`src/rtl/lfsr_prng_pkg.sv`:
```
// Shared types for the LFSR PRNG: FSM state encoding, default tap mask and a saturating counter helper.
package lfsr_pkg;

  typedef enum logic [1:0] {
    IDLE = 2'd0,
    RUN  = 2'd1,
    LOCK = 2'd2
  } lfsr_state_e;

  // Bits 63,62,60,59: maximal-length taps for a 64-bit XNOR LFSR.
  localparam logic [63:0] LFSR_DEFAULT_TAPS = 64'hD800_0000_0000_0000;

  function automatic logic [31:0] sat_inc32(input logic [31:0] v);
    return (v == 32'hFFFF_FFFF) ? v : v + 32'd1;
  endfunction

endpackage

```
`src/rtl/lfsr_prng_if.sv`:
```
// Seed-load and output-word channels of the LFSR PRNG.
// Both channels are valid/ready: a transfer happens on a rising clk edge where valid && ready are both high; valid must not depend on ready.
interface lfsr_prng_if #(
  parameter int WIDTH = 64,
  parameter int OUT_W = 8
);
  logic             seed_valid;
  logic [WIDTH-1:0] seed;
  logic             seed_ready;
  logic             out_valid;
  logic             out_ready;
  logic [OUT_W-1:0] out_data;

  modport master (
    output seed_valid, seed, out_ready,
    input  seed_ready, out_valid, out_data
  );

  modport slave (
    input  seed_valid, seed, out_ready,
    output seed_ready, out_valid, out_data
  );
endinterface

```
`src/rtl/lfsr_prng_step.sv`:
```
// One combinational Fibonacci XNOR step of the LFSR; only TAPS[WIDTH-1:0] take part.
module lfsr_step
  import lfsr_pkg::*;
#(
  parameter int          WIDTH = 64,
  parameter logic [63:0] TAPS  = LFSR_DEFAULT_TAPS
) (
  input  logic [WIDTH-1:0] s_in,
  output logic [WIDTH-1:0] s_out
);
  localparam logic [WIDTH-1:0] TAP_M = TAPS[WIDTH-1:0];

  assign s_out = {s_in[WIDTH-2:0], ~(^(s_in & TAP_M))};
endmodule

```
`src/rtl/lfsr_prng.sv`:
```
// LFSR PRNG: loads a seed, emits OUT_W-bit words and advances OUT_W steps per accepted word.
// Define LFSR_PRNG_LOCKUP_EN to trap the all-ones lock-up state in LOCK until a new seed arrives.
module lfsr_prng
  import lfsr_pkg::*;
#(
  parameter int          WIDTH = 64,
  parameter logic [63:0] TAPS  = LFSR_DEFAULT_TAPS,
  parameter int          OUT_W = 8
) (
  input  logic              clk,
  input  logic              reset,
  lfsr_prng_if.slave        bus,
  output logic [WIDTH-1:0]  state_o,
  output logic              lockup,
  output logic [31:0]       word_cnt,
  output lfsr_state_e       fsm_state
);

`ifdef LFSR_PRNG_LOCKUP_EN
  localparam bit LOCK_EN = 1'b1;
`else
  localparam bit LOCK_EN = 1'b0;
`endif

  lfsr_state_e      fsm_q, fsm_d;
  logic [WIDTH-1:0] s_q, s_d;
  logic [31:0]      cnt_q, cnt_d;
  logic             rdy_q;
  logic             seed_fire;
  logic [WIDTH-1:0] chain [OUT_W+1];

  function automatic logic is_lock(input logic [WIDTH-1:0] v);
    return LOCK_EN && (&v);
  endfunction

  // OUT_W single steps chained so one accepted word advances the whole stride.
  assign chain[0] = s_q;
  for (genvar i = 0; i < OUT_W; i++) begin : g_step
    lfsr_step #(.WIDTH(WIDTH), .TAPS(TAPS)) u_step (
      .s_in  (chain[i]),
      .s_out (chain[i+1])
    );
  end

  assign seed_fire = bus.seed_valid && rdy_q;

  always_comb begin
    fsm_d = fsm_q;
    s_d   = s_q;
    cnt_d = cnt_q;
    if (seed_fire) begin
      // A seed wins over a same-cycle word handshake; the word is not consumed.
      s_d   = bus.seed;
      fsm_d = is_lock(bus.seed) ? LOCK : RUN;
    end else begin
      case (fsm_q)
        RUN: begin
          if (bus.out_ready) begin
            s_d   = chain[OUT_W];
            cnt_d = sat_inc32(cnt_q);
            if (is_lock(chain[OUT_W])) fsm_d = LOCK;
          end
        end
        default: ;
      endcase
    end
  end

  always_ff @(posedge clk or negedge reset) begin
    if (!reset) begin
      fsm_q <= IDLE;
      s_q   <= '0;
      cnt_q <= '0;
      rdy_q <= 1'b0;
    end else begin
      fsm_q <= fsm_d;
      s_q   <= s_d;
      cnt_q <= cnt_d;
      rdy_q <= 1'b1;
    end
  end

  assign bus.seed_ready = rdy_q;
  assign bus.out_valid  = (fsm_q == RUN);
  assign bus.out_data   = s_q[WIDTH-1 -: OUT_W];
  assign state_o        = s_q;
  assign word_cnt       = cnt_q;
  assign fsm_state      = fsm_q;

`ifdef LFSR_PRNG_LOCKUP_EN
  assign lockup = (fsm_q == LOCK);
`else
  assign lockup = 1'b0;
`endif

endmodule

```
`src/flat_wrapper.sv`:
```
// flat-port wrapper written by rule: the top's interface ports become plain ports
module lfsr_prng_flat import lfsr_pkg::*;
#(
  parameter int          WIDTH = 64,
  parameter logic [63:0] TAPS  = LFSR_DEFAULT_TAPS,
  parameter int          OUT_W = 8
)
  (clk, reset, state_o, lockup, word_cnt, fsm_state, bus_seed_valid, bus_seed, bus_out_ready, bus_seed_ready, bus_out_valid, bus_out_data);
  lfsr_prng_if #(.WIDTH(WIDTH), .OUT_W(OUT_W)) bus_i ();
  input  logic clk;
  input  logic reset;
  output logic [WIDTH-1:0] state_o;
  output logic lockup;
  output logic [31:0] word_cnt;
  output lfsr_state_e fsm_state;
  input wire logic [$bits(bus_i.seed_valid)-1:0] bus_seed_valid;
  input wire logic [$bits(bus_i.seed)-1:0] bus_seed;
  input wire logic [$bits(bus_i.out_ready)-1:0] bus_out_ready;
  output wire logic [$bits(bus_i.seed_ready)-1:0] bus_seed_ready;
  output wire logic [$bits(bus_i.out_valid)-1:0] bus_out_valid;
  output wire logic [$bits(bus_i.out_data)-1:0] bus_out_data;
  assign bus_i.seed_valid = bus_seed_valid;
  assign bus_i.seed = bus_seed;
  assign bus_i.out_ready = bus_out_ready;
  assign bus_seed_ready = bus_i.seed_ready;
  assign bus_out_valid = bus_i.out_valid;
  assign bus_out_data = bus_i.out_data;
  lfsr_prng #(.WIDTH(WIDTH), .TAPS(TAPS), .OUT_W(OUT_W)) u_core (.clk(clk), .reset(reset), .bus(bus_i), .state_o(state_o), .lockup(lockup), .word_cnt(word_cnt), .fsm_state(fsm_state));
endmodule
```
`config.mk`:
```
export PLATFORM = sky130hd
export DESIGN_NAME = lfsr_prng_flat
export DESIGN_NICKNAME = d
export VERILOG_FILES = /design/src/rtl/lfsr_prng_pkg.sv /design/src/rtl/lfsr_prng_if.sv /design/src/rtl/lfsr_prng_step.sv /design/src/rtl/lfsr_prng.sv /design/src/flat_wrapper.sv
export SDC_FILE = /design/constraint.sdc
export NUM_CORES = 1
export LEC_CHECK = 0
export ABC_AREA = 1
export CAP_MARGIN = 20
export CORE_ASPECT_RATIO = 0.7
export CORE_MARGIN = 2
export CORE_UTILIZATION = 45
export CTS_CLUSTER_SIZE = 25
export DETAILED_ROUTE_END_ITERATION = 12
export GPL_ROUTABILITY_DRIVEN = 0
export HOLD_SLACK_MARGIN = 0.08
export MAX_ROUTING_LAYER = met4
export PLACE_DENSITY = 0.79
export SLEW_MARGIN = 15
export SYNTH_ARGS = -nofsm -noshare
export SYNTH_HDL_FRONTEND = slang
export SYNTH_SLANG_ARGS = --single-unit
```
`constraint.sdc`:
```
create_clock -name clk -period 4.05 [get_ports clk]
set_clock_uncertainty 0.15 [all_clocks]
set_input_delay 0.81 -clock clk [delete_from_list [all_inputs] [get_ports clk]]
set_output_delay 0.81 -clock clk [all_outputs]
set_load 0.05 [all_outputs]
```
# Word level (Yosys, flattened, before mapping)
# Index checks and enable logic that the tools add are counted.
# classes
reduce_logical	13
n_eq_ne	1
bitwise_logic	10
addsub	1
n_mux	3
# ops
operator	count
64-bit parity	8
64-bit 2-to-1 mux	3
32-bit by 1-bit adder with 32-bit output, second input constant	1
32-bit == test, second input constant	1
1-bit NOT	10
4-bit AND reduction	1
2-bit nonzero test	2
2-bit AND reduction	1
1-bit logical AND	1
# word_totals
input_bits	68
out_inout_bits	109
reg_bits	98
elab_cells	32

# Logic depth before layout (Yosys ltp)
# logic_depth
ltp_word	5
depth_mapped	11
depth_no_buf	10

# Hierarchy
# A second synthesis with hierarchy kept.
# unflattened
cells_unflattened	1407
area_unflattened_um2	10080.9
# modules_own_cells
mod	cells_each	n_inst	area_per_inst_um2	seq_area_each_um2
lfsr_prng	791	1	5876.9	2452.4
lfsr_step	77	8	525.5	0.0

# Worst setup path after synthesis
# Ideal clock, no wire load.
# synth_timing
path_type	reg2reg
from	reg u_core.cnt_q[0], in the netlist u_core.word_cnt[0]
to	reg u_core.cnt_q[13], in the netlist u_core.word_cnt[13]
synth_period_minus_slack_ns	2.253
path_buffers	1
setup_time_ns	0.118
t_required_ns	3.782
stages_incl_launch_ff	12
arrival_ns	1.984
slack_ns	1.797
cell_sequence	dfrtp_1 ha_1 inv_2 nor2_4 nand2_4 nor2_4 nand3_4 nand2_4 inv_4 buf_6 nand2_1 nand2_1
# synth_via
elab_chain_len	3
elab_cells_between_ends	4
cone_classes	add/sub (1); eq/ne (1); bitwise (1); reduce/logical (1)
# synth_lines
element	line	source
from (decl)	lfsr_prng.sv:27	logic [31:0] cnt_q, cnt_d;
from (signal assigned)	lfsr_prng.sv:78	cnt_q <= cnt_d;
branches (longest 3 deep; another with 32-bit by 1-bit adder with 32-bit output)	--	
# Several ways; the timed one is not identified.
# A chain may end at the register's enable or synchronous reset.

# Worst setup path in the final report
# layout_timing
from	in bus_seed_valid
to	reg u_core.s_q[61], in the netlist u_core.state_o[61]
# layout_via
elab_chain_len	3
elab_cells_between_ends	5
cone_classes	mux (1); reduce/logical (4)
# layout_lines
element	line	source
from (decl)	flat_wrapper.sv:16	input wire logic [$bits(bus_i.seed_valid)-1:0] bus_seed_valid;
1-bit logical AND (*)	lfsr_prng.sv:45	assign seed_fire = bus.seed_valid && rdy_q;
2-bit nonzero test (no source line)	--	
2-bit AND reduction (no source line)	--	
to (signal assigned)	lfsr_prng.sv:72	s_q <= '0;
to (signal assigned)	lfsr_prng.sv:77	s_q <= s_d;
to (decl)	lfsr_prng.sv:26	logic [WIDTH-1:0] s_q, s_d;
# Mark *: on every way between the ends. The rest lies on a longest branch, timed or not.

==> results.yml <==
synthesis:
  synth_area_um2: 5310
  ys.warnings.count: 0
  syn_inst: 690
  ys_types: 26
  synth-seq-cells: 98
  ys.flop_type: "dfrtp_1"
  syn_area_per_cell_um2: 7.69
  seq_area_frac_synth: 0.462
  synth_edf_count: 0
  async_reset_ff_frac: 1.00
sta:
  fin_setup_tns_ps: 0
  setup_viol: 0
  rsz0062_at_grt: "false"
  fin_hold_ws_ps: 367
  worstMarginPinSlew_ps: 943
  slew_violations: 0
  relSlewSlack: 0.371
  max_freq_mhz: 363
  fin_crit_sh: 0.679
  min_period_ps: 2750
  hold_viol: 0
cts:
  cts_resized: 0
  cts_buffer_depth: 2
  cts_hold_buffers: 0
  cts_root_buf: "clkbuf_16"
  numCtsBuffers: 9
  cts.clk_slew.worst_paths_ps: 70
  cts_sinks: 98
  clk_latency_ps: 340
  cts_setup_buffers: 0
  cts_max_level: 3
  cts_tree: "done"
finish:
  syn2layout_area_growth_pct: 38.9
  stdcell_count: 1007
  drive_gt1_frac: 0.0400
  multi_input_area_um2: 2360
  layout_commonest_cell: "nand2_1"
  fillers: 936
  nNetsFinal: 914
  num_antenna_cells: 0
  seqCellArea_um2: 2450
  stdcell_area_um2: 7370
  final_cell_mix: "nand2_1 (279), clkdlybuf4s50_1 (173), dfrtp_1 (98)"
grt:
  grt_first_pass_wirelength_um: 26000
  antenna_found_initial: 0
  grt_use_total: 0.272
  grt-ovfl-total: 0
  grt_max_degree: 63
  grt_pass1_vias: 5015
die:
  rows: 33
  initial_core_util: 0.457
  fp.dieH_um: 94.9
  io_pins: 177
  die_w_um: 134
  die_area_um2: 12700
  core_area_um2: 11600
placed_design:
  hpwl_um: 12200
  io_buffers: 174
  place_area_um2: 7080
  place_inst: 991
pwr:
  ir_worst_vdd_mv: 0.261
  p_leak_uw: 0.00327
  switchingPower_uw: 1480
  p_int_uw: 2080
  netSwitchingFraction: 0.417
  p_per_area_nw_per_um2: 483
  clkPwrFrac: 0.241
  power_frac_seq: 0.355
  combPwrFrac: 0.404
worst_setup_path:
  cp_max_fo: 54
  cp.buffers_inverters: 3
  critPathArrivalTime_ps: 2840
  critPathMaxStageDelay_ps: 490
  rrSetupSlack_ps: 1530
  crit_chain: "clkdlybuf4s50_1 > nand2_1 > inv_2 > nor2_2 > inv_2 > o211ai_1"
  crit_top_cell: "inv_2"
  critPathKind: "primary input to flip-flop"
  crit_family: "buffers and inverters"
  slowest_stage: "inv_2"
  end_kind: "flip-flop"
  critPathRequiredTime_ps: 4140
  startpoint_type: "primary input"
worst_hold_path:
  hold_path.class: "primary input to asynchronous set/reset pin"
routing:
  routedWlPerCell_um: 16.2
  drt-vias-per-instance: 5.26
  drt-pass1-iter-count: 5
  vias: 5295
  wl_met2_um: 7210
  highest_layer: "met4"
  wl_met3_um: 1410
  ant_nets: 0
  wl_met1_um: 7330
  drc_errors: 0
  drt_iter0_markers: 452
  routed_wl_um: 16300
status:
  status: "finished clean"
flow_run:
  cap_violations: 0
synth_stat cells (2+ instances only):
master,number,share of area
a21oi_1,5,0.0047
buf_4,13,0.018
buf_6,3,0.0064
clkbuf_1,19,0.013
conb_1,2,0.0014
dfrtp_1,98,0.46
inv_1,75,0.053
inv_2,3,0.0021
nand2_1,280,0.20
nand2_4,2,0.0042
nand3_1,8,0.0075
nand3b_1,14,0.020
nand4_1,2,0.0024
nor2_1,55,0.039
nor2_2,2,0.0024
nor2_4,2,0.0042
o211ai_1,10,0.014
o21ai_0,20,0.019
o221ai_1,46,0.076
xnor2_1,18,0.030
xor2_1,8,0.013
state kept, by name (all words and copies together), names as in the netlist:
register / count
u_core.state_o: 64
u_core.bus.seed_ready: 1
u_core.fsm_state: 1
u_core.word_cnt: 32
cell type report:
class,instances,share of cell area
clock buffer,10,0.0311
clock inverter,6,0.00900
inverter,79,0.0406
multi-input combinational,479,0.320
sequential,98,0.333
tap,157,0.0266
timing repair buffer,178,0.240
path summary, 6_finish.rpt:
kind	startpoint	endpoint	cells after the start
setup / recovery	bus_seed_valid	u_core.state_o[61]	6
hold / removal	reset	u_core.state_o[41]	1
setup reg to reg	u_core.word_cnt[0]	u_core.word_cnt[8]	10
hold reg to reg	u_core.fsm_state[0]	u_core.fsm_state[0]	1
max in group asynchronous	reset	u_core.state_o[10]	2
min in group clk	u_core.fsm_state[0]	u_core.fsm_state[0]	1
power groups by stage:
| stage | Combinational, uW | Sequential [uW] | Clock (uW) |
|---|---|---|---|
| 6_report | 1440 | 1260 | 859 |
| 5_1_grt | 1510 | 1280 | 912 |
| 4_1_cts | 1440 | 1260 | 868 |
| 3_5_place_dp | 1430 | 1280 | 0 |
| 3_3_place_gp | 1410 | 1270 | 0 |
| 2_1_floorplan | 393 | 1780 | 0 |
layer usage:
layer | track usage | vias up
met5 | - | -
met4 | 0.0762 | 0
met3 | 0.0564 | 30
met2 | 0.409 | 268
met1 | 0.375 | 2492
li1 | - | 2505
cell families after synthesis:
family          after synthesis  synth area share
buf+inv                     114            0.0945
flops                        98             0.462
xor+xnor                     26            0.0429
other cells                   2           0.00141
compound gates               81             0.114
simple gates                368             0.283
fa+ha+maj                     1           0.00236
through the flow:
step	total power [uW]	setup slack, ps	util
floorplan	2170	1800	-
global placement	2670	1080	0.610
detailed placement	2710	980	0.610
CTS	3570	1330	0.635
global route	3700	1120	0.635
finish	3560	1300	0.635
No activity file was read; power rests on OpenSTA's default activity.
